--- src/rtl/symbol_fifo.sv ---
// symbol_fifo: circular buffer of 2-bit symbols that feeds a free-running
// sequence detector. When no symbol is popped it drives the idle symbol 0,
// which returns the detector to its start state. It also reports occupancy
// and a sticky flag for symbols dropped while full.
module symbol_fifo #(
    parameter int DEPTH  = 8,
    parameter int ADDR_W = 3
) (
    input  logic              clk,
    input  logic              reset,
    input  logic [1:0]        in_num,
    input  logic              in_valid,
    output logic              in_ready,
    input  logic              out_ready,
    output logic [1:0]        num,
    output logic              num_valid,
    output logic [ADDR_W:0]   count,
    output logic              empty,
    output logic              full,
    output logic              drop_err
);

    localparam logic [ADDR_W:0] DEPTH_C = DEPTH[ADDR_W:0];

    // Symbol storage. It has no reset because its contents are don't-care
    // until they are written.
    logic [1:0] mem [DEPTH];

    logic [ADDR_W-1:0] wptr_q, wptr_d;
    logic [ADDR_W-1:0] rptr_q, rptr_d;
    logic [ADDR_W:0]   count_q, count_d;
    logic [1:0]        num_q, num_d;
    logic              num_valid_q, num_valid_d;
    logic              empty_q, empty_d;
    logic              full_q, full_d;
    logic              drop_err_q, drop_err_d;

    logic push;
    logic pop;

    // Handshakes use only registered state. A pop in the same cycle does not
    // free a slot for a push while the buffer is full.
    always_comb begin
        push = in_valid && !full_q;
        pop  = out_ready && !empty_q;
    end

    // Next-state logic. When there is no pop, num is forced to the idle symbol.
    always_comb begin
        wptr_d      = wptr_q;
        rptr_d      = rptr_q;
        count_d     = count_q;
        num_d       = 2'b00;
        num_valid_d = 1'b0;
        drop_err_d  = drop_err_q;

        if (push) begin
            wptr_d = wptr_q + ADDR_W'(1);
        end
        if (pop) begin
            rptr_d      = rptr_q + ADDR_W'(1);
            num_d       = mem[rptr_q];
            num_valid_d = 1'b1;
        end
        case ({push, pop})
            2'b10:   count_d = count_q + (ADDR_W+1)'(1);
            2'b01:   count_d = count_q - (ADDR_W+1)'(1);
            default: count_d = count_q;
        endcase
        if (in_valid && full_q) begin
            drop_err_d = 1'b1;
        end

        empty_d = (count_d == '0);
        full_d  = (count_d == DEPTH_C);
    end

    // Control and output registers. Reset clears them asynchronously, so num
    // returns to idle immediately.
    always_ff @(posedge clk or posedge reset) begin
        if (reset) begin
            wptr_q      <= '0;
            rptr_q      <= '0;
            count_q     <= '0;
            num_q       <= 2'b00;
            num_valid_q <= 1'b0;
            empty_q     <= 1'b1;
            full_q      <= 1'b0;
            drop_err_q  <= 1'b0;
        end else begin
            wptr_q      <= wptr_d;
            rptr_q      <= rptr_d;
            count_q     <= count_d;
            num_q       <= num_d;
            num_valid_q <= num_valid_d;
            empty_q     <= empty_d;
            full_q      <= full_d;
            drop_err_q  <= drop_err_d;
        end
    end

    // Storage write port. A symbol is written only when the push is accepted.
    always_ff @(posedge clk) begin
        if (push) begin
            mem[wptr_q] <= in_num;
        end
    end

    assign in_ready  = !full_q;
    assign num       = num_q;
    assign num_valid = num_valid_q;
    assign count     = count_q;
    assign empty     = empty_q;
    assign full      = full_q;
    assign drop_err  = drop_err_q;

endmodule

--- config.mk ---
export PLATFORM = sky130hd
export DESIGN_NAME = symbol_fifo
export DESIGN_NICKNAME = d
export VERILOG_FILES = /design/src/rtl/symbol_fifo.sv
export SDC_FILE = /design/constraint.sdc
export NUM_CORES = 1
export LEC_CHECK = 0
export ABC_AREA = 1
export ABC_CLOCK_PERIOD_IN_PS = 1900
export BUFFER_PORTS_ARGS = -buffer_cell sky130_fd_sc_hd__buf_2
export CAP_MARGIN = 20
export CORE_MARGIN = 10
export CORE_UTILIZATION = 50
export CTS_CLUSTER_DIAMETER = 60
export DETAILED_ROUTE_END_ITERATION = 7
export PLACE_DENSITY = 0.73
export SYNTH_ARGS = -nofsm -noshare
export SYNTH_HDL_FRONTEND = slang
export SYNTH_SLANG_ARGS = --single-unit
--- constraint.sdc ---
create_clock -name clk -period 1.9 [get_ports clk]
set_input_delay 0.19 -clock clk [delete_from_list [all_inputs] [get_ports clk]]
set_output_delay 0.19 -clock clk [all_outputs]
set_load 0.01 [all_outputs]
==> flow_summary.ini <==
[status]
status = complete, no violations

[cells_and_area]
syn2layout_area_growth_pct = 14.8
nNetsFinal = 178
diodes = 0
drive_gt1_share_pct = 26.8
fill_cells = 223

[critical_path]
required_ps = 2160
crit_path_max_incr_delay_ps = 550
cp-start-kind = flop
endpoint_kind = flop
critPathMaxFanout = 4
worstPathCellList = nor2_2 > ha_4 > nand2_1 > inv_2 > nor2_4 > ha_2 > a21oi_2 > and2_4 > o21ai_2 > nand3_2 > nor2_1
critPathKind = flop to flop
arrival_ps = 2060
crit_slowest_cell = dfstp_2

[sta]
slew_headroom_pct = 58.7
fin_crit_ps = 1800
finClkSkew_ps = 2.57
setup_ws_ps = 99.5
fin_setup_tns_ps = 0
rsz0062_at_grt = false
hold_viol = 0
worst_pin_slew_ps = 618
finalSetupViolCount = 0
drv_slew = 0
post-route-period-util_pct = 94.8
max_freq_mhz = 555

[yosys]
synthAdderAreaFrac_pct = 4.30
synthDistinctLibCells = 26
synth_nets = 154
synth_top_family_by_area = simple AND/OR/NAND/NOR gates
async_flop_share_pct = 50.0
synth_top_area_cell = edfxtp_1
synthTopCellsByCount = nor2_1, nand2_1, edfxtp_1
yosys.area_share.simple_pct = 20.3
synth_flop_cell = edfxtp_1
synth_mux_area_share_pct = 0.775
yosysSeqAreaShare_pct = 60.7
synth_warnings = 0
syn_area_per_cell_um2 = 10.2
synth.top_cell.area_share_pct = 33.0
ys_ff_latch = 32
synth.most_common_cell = nor2_1
synth-edff-count = 16
synthesis.area_mm2 = 0.00145
synthXorXnorAreaFrac_pct = 3.01
synth_area_leaders = edfxtp_1, dfrtp_1, nor2_1
synth_compound_area_share_pct = 6.97
syn_inst = 143

[grt]
grt_max_degree = 17
grt_pass1_wl_um = 4320
grt_use_met2_pct = 15.8
grt-busiest-layer = met2
antenna_found_initial = 0
use_met3_pct = 5.38
gr-total-overflow = 0
grtUsageMet1_pct = 11.7
first_global_vias = 993
track_usage_pct = 10.4

[route]
post_drt_wl_per_cell_um = 13.0
drcViolationCount = 0
dr.pass1.iters = 4
routed_wl_um = 2590
antenna_left = 0
drt_iter0_markers = 47
via_per_inst = 5.09
num_vias = 1013

[job]
drv_cap = 0

[worst_hold_path]
holdCritPathClass = input pin to flop

[floorplan]
die_x_um = 73.9
core_area_mm2 = 0.00276
ios = 17
die_area_mm2 = 0.00546
num_rows = 19
die_h_um = 73.9
start_util_pct = 52.7

[power_and_ir_drop]
power_density_mw_per_mm2 = 1480
p_leak_nw = 0.738
max-vdd-ir-drop_v = 0.000914

[clock_tree]
cts_sinks = 32
post-cts-setup-buffers = 0
cts-htree-levels = 2
clockBufferDepth = 2
cts_tree = done
root_buffer = clkbuf_4
clk_pin_slew_worst_paths_ps = 90
clkLatencyLatePin_ps = 320
cts_buffers = 5

[placement]
hpwl_um = 1880
portBuffers = 16
place_ws_ps = 19.6
gp_congestion = 0.747
[metal layers]
metal	part of all wire (%)	vias up
met4	1.7	0
li1	-	514
met2	46	19
met1	46	476
met5	0	-
met3	6.0	4
[where the power goes]
part           total, mW  internal, mW  leakage, nW  switching (mW)
combinational       1.00         0.416        0.376           0.589
clock              0.347         0.142       0.0269           0.205
sequential          1.12         0.928        0.336           0.188
total               2.47          1.49        0.738           0.982
[cell families after synthesis]
kind of cell               after synthesis
AOI/OAI and AO/OA                       19
muxes                                    1
DFF                                     32
buffers and inverters                   15
and+or+nand+nor                         66
adders and majority gates                5
xor gates and xnor gates                 5
[state kept, by name, summed over array words and instances (netlist names)]
| name | flops |
|---|---|
| mem | 16 |
| wptr_q | 3 |
| num | 2 |
| full | 1 |
| count | 4 |
| empty | 1 |
| num_valid | 1 |
| drop_err | 1 |
| rptr_q | 3 |
[path summary, 6_finish.rpt]
check	from	to	slack (ps)	cells past startpoint
worst max-delay path	empty	empty	100	11
worst min-delay path	in_valid	drop_err	90	2
worst max register to register	empty	empty	100	11
worst min register to register	drop_err	drop_err	460	1
max in group asynchronous	reset	wptr_q[2]	1020	3
min in group asynchronous	reset	rptr_q[2]	480	3
[stage by stage]
step / cells / total power, mW / cell area [µm²] / hold slack (ps) / utilization, %
2_1_floorplan: 143 / 1.81 / 1460 / 103 / -
3_3_place_gp: 190 / 2.04 / 1580 / 275 / 57.4
3_5_place_dp: 190 / 2.09 / 1580 / 295 / 57.4
4_1_cts: 199 / 2.46 / 1640 / 64.8 / 59.6
5_1_grt: 199 / 2.69 / 1670 / 88.4 / 60.5
6_report: 199 / 2.47 / 1670 / 87.3 / 60.5
[placed cells by master (no fill, tap or decap), types with 3 or more instances in the layout]
master    count
nand3_1       3
nand3_2       3
buf_2        16
xor2_1        3
o21ai_1       5
dfrtp_1      15
o21ai_0      11
nand2_2       3
clkbuf_4      5
inv_1         9
inv_2         4
ha_1          3
edfxtp_1     16
nand2_1      23
nor2_1       27
[critical path: cells and delay by family (launching register included)]
family / cells / cell delay, ps
buf+inv: 1 / 50
flops: 1 / 550
simple gates: 6 / 600
fa+ha+maj: 2 / 360
compound gates: 2 / 170
[final cells by class]
type                    instances  area (µm²)  share of cell area (%)
repair buffers                 19         105                    6.30
well taps                      31        38.8                    2.32
inverters                      13        48.8                    2.92
multi-input cells              96         546                    32.7
clock buffers                   7        45.0                    2.70
clock inverters                 1        3.75                   0.225
flip-flops and latches         32         882                    52.8
[timing repair]
action	in CTS	in global routing
pin swaps	0	1
endpoints found under the setup margin	2	3
endpoints found under the hold margin	15	0
resized for setup	1	7
hold buffers	1	0
Power figures use the tool's default switching activity.
